### src/rtl/muldiv_unit.sv
// muldiv_unit: iterative 32x32 multiply / divide unit with HI/LO registers.
//
// Ports:
//   clk          rising-edge clock
//   rst          synchronous, active-low reset
//   start        launch the operation selected by op (ignored while busy)
//   op[1:0]      00 MULT, 01 MULTU, 10 DIV, 11 DIVU
//   a[31:0]      multiplicand / dividend
//   b[31:0]      multiplier / divisor
//   mt_hi/mt_lo  direct write strobes for HI/LO (honoured only when not busy)
//   wdata[31:0]  write data for mt_hi/mt_lo
//   hi/lo[31:0]  architectural HI/LO registers
//   busy         operation in progress (PREP, ITER, FIX)
//   done         one-cycle pulse, hi/lo hold the new result
//   div_by_zero  qualifies done for a divide with b == 0
//
// A normal operation takes PREP + 32 ITER cycles + FIX. Multiply and divide share
// one 64-bit working register pair {p_hi, p_lo}: for multiply it is the
// partial product with the multiplier shifting out of p_lo; for divide p_hi is
// the partial remainder and p_lo shifts dividend bits out and quotient bits in.
module muldiv_unit (
    input  logic        clk,
    input  logic        rst,
    input  logic        start,
    input  logic [1:0]  op,
    input  logic [31:0] a,
    input  logic [31:0] b,
    input  logic        mt_hi,
    input  logic        mt_lo,
    input  logic [31:0] wdata,
    output logic [31:0] hi,
    output logic [31:0] lo,
    output logic        busy,
    output logic        done,
    output logic        div_by_zero
);

    typedef enum logic [2:0] {IDLE, PREP, ITER, FIX, DONE} state_t;

    state_t      state_q, state_d;
    logic [1:0]  op_q, op_d;
    logic [31:0] a_q, a_d;
    logic [31:0] b_q, b_d;
    logic [31:0] m_q, m_d;          // |multiplicand| or |divisor|
    logic [31:0] p_hi_q, p_hi_d;
    logic [31:0] p_lo_q, p_lo_d;
    logic        neg_res_q, neg_res_d;  // product / quotient sign
    logic        neg_rem_q, neg_rem_d;  // remainder sign (dividend's sign)
    logic [4:0]  cnt_q, cnt_d;
    logic [31:0] hi_q, hi_d;
    logic [31:0] lo_q, lo_d;
    logic        busy_q, busy_d;
    logic        done_q, done_d;
    logic        dbz_q, dbz_d;

    logic        is_div;
    logic        is_signed;
    logic [31:0] abs_a;
    logic [31:0] abs_b;
    logic [32:0] mult_sum;
    logic [32:0] div_shift;
    logic [32:0] div_trial;
    logic [63:0] product;
    logic [63:0] product_neg;

    assign is_div    = op_q[1];
    assign is_signed = ~op_q[0];
    assign abs_a     = (is_signed && a_q[31]) ? (32'd0 - a_q) : a_q;
    assign abs_b     = (is_signed && b_q[31]) ? (32'd0 - b_q) : b_q;

    // Shift-add step: add multiplicand when the multiplier LSB is set; the
    // 33-bit sum keeps the carry that shifts into the product on this step.
    assign mult_sum  = {1'b0, p_hi_q} + (p_lo_q[0] ? {1'b0, m_q} : 33'd0);

    // Restoring divide step: bit 32 of the trial is the borrow, so a set bit
    // means the divisor did not fit and the shifted remainder is kept.
    assign div_shift = {p_hi_q, p_lo_q[31]};
    assign div_trial = div_shift - {1'b0, m_q};

    assign product     = {p_hi_q, p_lo_q};
    assign product_neg = 64'd0 - product;

    always_comb begin
        state_d   = state_q;
        op_d      = op_q;
        a_d       = a_q;
        b_d       = b_q;
        m_d       = m_q;
        p_hi_d    = p_hi_q;
        p_lo_d    = p_lo_q;
        neg_res_d = neg_res_q;
        neg_rem_d = neg_rem_q;
        cnt_d     = cnt_q;
        hi_d      = hi_q;
        lo_d      = lo_q;
        dbz_d     = 1'b0;

        case (state_q)
            IDLE, DONE: begin
                if (start) begin
                    // start wins over a simultaneous MT strobe
                    op_d    = op;
                    a_d     = a;
                    b_d     = b;
                    state_d = PREP;
                end else begin
                    if (mt_hi) hi_d = wdata;
                    if (mt_lo) lo_d = wdata;
                    state_d = IDLE;
                end
            end
            PREP: begin
                cnt_d     = 5'd0;
                neg_res_d = is_signed & (a_q[31] ^ b_q[31]);
                neg_rem_d = is_signed & a_q[31];
                p_hi_d    = 32'd0;
                if (is_div) begin
                    m_d    = abs_b;
                    p_lo_d = abs_a;
                end else begin
                    m_d    = abs_a;
                    p_lo_d = abs_b;
                end
                if (is_div && (b_q == 32'd0)) begin
                    hi_d    = a_q;
                    lo_d    = 32'hFFFF_FFFF;
                    dbz_d   = 1'b1;
                    state_d = DONE;
                end else begin
                    state_d = ITER;
                end
            end
            ITER: begin
                if (is_div) begin
                    if (!div_trial[32]) begin
                        p_hi_d = div_trial[31:0];
                        p_lo_d = {p_lo_q[30:0], 1'b1};
                    end else begin
                        p_hi_d = div_shift[31:0];
                        p_lo_d = {p_lo_q[30:0], 1'b0};
                    end
                end else begin
                    {p_hi_d, p_lo_d} = {mult_sum, p_lo_q[31:1]};
                end
                cnt_d = cnt_q + 5'd1;
                if (cnt_q == 5'd31) state_d = FIX;
            end
            FIX: begin
                if (is_div) begin
                    lo_d = neg_res_q ? (32'd0 - p_lo_q) : p_lo_q;
                    hi_d = neg_rem_q ? (32'd0 - p_hi_q) : p_hi_q;
                end else begin
                    {hi_d, lo_d} = neg_res_q ? product_neg : product;
                end
                state_d = DONE;
            end
            default: state_d = IDLE;
        endcase

        // Status outputs are registered from the next state.
        busy_d = (state_d == PREP) || (state_d == ITER) || (state_d == FIX);
        done_d = (state_d == DONE);
    end

    always_ff @(posedge clk) begin
        if (!rst) begin
            state_q   <= IDLE;
            op_q      <= 2'd0;
            a_q       <= 32'd0;
            b_q       <= 32'd0;
            m_q       <= 32'd0;
            p_hi_q    <= 32'd0;
            p_lo_q    <= 32'd0;
            neg_res_q <= 1'b0;
            neg_rem_q <= 1'b0;
            cnt_q     <= 5'd0;
            hi_q      <= 32'd0;
            lo_q      <= 32'd0;
            busy_q    <= 1'b0;
            done_q    <= 1'b0;
            dbz_q     <= 1'b0;
        end else begin
            state_q   <= state_d;
            op_q      <= op_d;
            a_q       <= a_d;
            b_q       <= b_d;
            m_q       <= m_d;
            p_hi_q    <= p_hi_d;
            p_lo_q    <= p_lo_d;
            neg_res_q <= neg_res_d;
            neg_rem_q <= neg_rem_d;
            cnt_q     <= cnt_d;
            hi_q      <= hi_d;
            lo_q      <= lo_d;
            busy_q    <= busy_d;
            done_q    <= done_d;
            dbz_q     <= dbz_d;
        end
    end

    assign hi          = hi_q;
    assign lo          = lo_q;
    assign busy        = busy_q;
    assign done        = done_q;
    assign div_by_zero = dbz_q;

endmodule

### config.mk
export PLATFORM = sky130hd
export DESIGN_NAME = muldiv_unit
export DESIGN_NICKNAME = d
export VERILOG_FILES = /design/src/rtl/muldiv_unit.sv
export SDC_FILE = /design/constraint.sdc
export NUM_CORES = 1
export LEC_CHECK = 0
export ABC_CLOCK_PERIOD_IN_PS = 6360
export BUFFER_PORTS_ARGS = -buffer_cell sky130_fd_sc_hd__buf_4
export CORE_MARGIN = 10
export CORE_UTILIZATION = 61
export CTS_CLUSTER_SIZE = 40
export DETAILED_ROUTE_END_ITERATION = 6
export PLACE_DENSITY = 0.92
export SYNTH_ARGS = -nofsm -noshare
export SYNTH_HDL_FRONTEND = slang
export SYNTH_SLANG_ARGS = --single-unit
### constraint.sdc
create_clock -name clk -period 6.36 [get_ports clk]
set_input_delay 0 -clock clk [delete_from_list [all_inputs] [get_ports clk]]
set_output_delay 0 -clock clk [all_outputs]
set_load 0.1 [all_outputs]
==> flow_summary_export.csv <==
group,metric,value,unit
cts,cts_tree,"built",
routing,drc,0,
cts,cts_buffer_depth,3,
critical_path,cp_top_family,"simple AND/OR/NAND/NOR gates",
critical_path,path_common_cell,"a21oi_1",
placement,gp_congestion,1.081,
global_route,grt.total_usage,0.3719,
global_route,grt_pass1_vias,18080,
pwr,ir_drop,0.0002412,V
pwr,power.density,246.7,mW/mm²
cts,cts_made_buffers,26,
floorplan,rows,61,
cts,cts_resized,0,
job,cap_violations,0,
timing,slew_headroom,0.2305,
synth,yosysTopAreaCell,"dfxtp_1",
synth,avgSynthCellArea,7.393,µm²
timing,slew_viol_final,0,
floorplan,die_h,187.1,µm
synth,ys_ff_latch,239,
global_route,grt-ovfl-total,0,
run_status,outcome,"finished clean",
critical_path,path_cells,"or3_1 -> nor3_1 -> nand4_1 -> o21ba_2 -> nor2_4 -> a21oi_1 -> nor2_2 -> o221ai_1 -> a21oi_1 -> dlygate4sd3_1",
critical_path,crit_required,6.84,ns
timing,post-route-min-period,4.116,ns
timing,finClkSkew,0.03232,ns
cts,cts.sinks,239,
critical_path,slowest_delay,0.61,ns
routing,finalWirelength,69.30,mm
synth,ys_types,82,
pwr,seq_power_share,0.343,
cts,h-tree-depth,1,
synth,synth-main-ff-cell,"dfxtp_1",
synth,synth.top_cells.by_area,"dfxtp_1 (28%), a21oi_1 (8.5%), nand2_1 (7.4%)",
timing,fmax,242.9,MHz
finish,syn_to_final_growth,18.78,%
critical_path,slowest_stage,"dlygate4sd3_1",
pwr,power_switching_share,0.3971,
critical_path,critPathMaxFanout,19,
cts,path_clk_slew,0.06,ns
cts,clk_latency,0.56,ns
pwr,switchingPower,0.001982,W
routing,avgRoutedWirePerCell,24.19,µm
min_path,hp-class,"in2reg",
floorplan,start_util,0.6148,
synth,netlist_area,0.01703,mm²
critical_path,end_kind,"register",
routing,first_pass_iters,7,
finish,drive_gt1_frac,0.1151,
placement,hpwlAfterDp,48.14,mm
timing,period_share,0.6472,
synth,synth-edff-count,0,
critical_path,cp.arrival,4.59,ns
pwr,internal_power,0.003009,W
pwr,comb_power_share,0.346,
critical_path,critPathBufInv,1,
critical_path,crit_path_start_kind,"register",
pwr,p_leak,8.093,nW
critical_path,reg2reg_setup_slack,2.24,ns
global_route,grt_pass1_wl,105.1,mm
critical_path,crit_type,"reg2reg",
floorplan,die_x,187.1,µm
routing,viasPerCell,6.749,
cts,clockRootBuffer,"clkbuf_16",
floorplan,io_pins,170,
synth,yosysTopAreaCellShare,0.2809,
global_route,grt_max_degree,80,
pwr,clockPowerShare,0.310,
synth,synth_top_cells_by_count,"nand2_1 (336), a21oi_1 (288), dfxtp_1 (239), nor2_1 (213), clkbuf_1 (138)",
routing,drt-initial-drc-count,2810,
timing,worst_pin_slew,1.154,ns
synth,postSynthCellCount,2304,
placement,port_buffers,169,
timing,hold_ws,0.04605,ns
routing,ant_nets,0,
timing,fin_tns_setup,0,ns
synth,synth.most_common_cell,"nand2_1",
synth,syn_nets,2479,
floorplan,core_area,0.02771,mm²
synth,yosys_warnings,0,
timing,rsz0062_at_grt,"no",
finish,nNetsFinal,2639,
floorplan,die-area,0.03501,mm²
timing,setup_violations,0,
global_route,grt_antenna_before_repair,2,
routing,vias,19340,
synth,synth_seq_area_share,0.2809,
timing,hold_viol_final,0,
synth,async_reset_ff_frac,0,
worst min-delay path, delay by kind of cell:
kind | cells | cell delay [ns]
AO/OA/AOI/OAI | 2 | 0.13
buffers and inverters | 2 | 0.30
AND/OR/NAND/NOR | 1 | 0.09
timing repair:
item	4_1_cts	5_1_grt
endpoints found under the setup margin	0	0
hold buffers	101	0
hold endpoints to repair	124	0
setup buffers	0	0
layer usage:
layer	vias up	global-route usage	part of all wire
met5	-	0	0
met4	0	0.2249	0.073
met3	348	0.1057	0.13
met2	1435	0.5817	0.44
met1	8971	0.4448	0.36
li1	8581	-	-
flip-flops by register name, summed over array words and instances, names as in the netlist:
signal	cells
neg_rem_q	1
busy	1
p_hi_q	32
a_q	32
b_q	32
div_by_zero	1
hi	32
cnt_q	5
neg_res_q	1
p_lo_q	32
lo	32
op_q	2
m_q	32
done	1
state_q	3
layout make-up:
type	instances	area [µm²]
inverter	65	246.5
clock inverter	15	158.9
fill	2097	7472
antenna	3	7.507
timing repair buffer	294	2460
sequential	239	4788
clock buffer	33	686.9
tap	378	473.0
multi-input combinational	1838	11410
cells by family (layout without fill, tap and decap cells):
kind of cell               after synthesis  count (layout)  synth area share
other                                    0               3                 0
DFF                                    239             239            0.2809
muxes                                   78              78           0.04613
buffers and inverters                  227             407           0.05230
and+or+nand+nor                        796             796            0.2160
AOI/OAI and AO/OA                      731             731            0.2682
xor gates and xnor gates               161             161           0.08278
adders and majority gates               72              72           0.05377
cells in the final DEF, fill, tap and decap left out, drive strengths merged, types with 17 or more instances in the layout:
cell and n:
dfxtp 239, xnor2 67, mux2i 74, nor2 215, buf 193, o221ai 39, a211oi 41, dlygate4sd3 101
xor2 94, inv 68, nor4 20, nor3 40, a21oi 288, o31ai 31, a31oi 23, ha 70
o211ai 41, or3 25, nand2 336, o21ai 139, a21o 17, nand2b 23, clkbuf 33, nand3 47
power groups by stage:
stage	clock network, W	registers [W]	logic (W)
after global placement	0	0.00173	0.00158
after CTS	0.00153	0.00170	0.00166
after detailed placement	0	0.00173	0.00160
final	0.00155	0.00171	0.00173
after floorplan	0	0.00193	0.000934
after global routing	0.00159	0.00172	0.00182
final timing paths:
path                start      to  cells after the start
setup / recovery  b_q[19]  lo[31]                     10
hold / removal      mt_hi  hi[31]                      5
setup reg to reg  b_q[19]  lo[31]                     10
hold reg to reg    m_q[6]  m_q[6]                      2
stage by stage:
stage               cell area [µm²]  setup slack [ns]  std cells  power, W    util
floorplan                     17030             3.148       2304  0.002867       -
global placement              18370             2.577       2713  0.003308  0.6630
detailed placement            18370             2.498       2713  0.003334  0.6630
CTS                           20230             2.463       2862  0.004888  0.7300
global route                  20230             2.065       2864  0.005130  0.7302
finish                        20230             2.244       2865  0.004991  0.7303
Power figures use the tool's default switching activity.
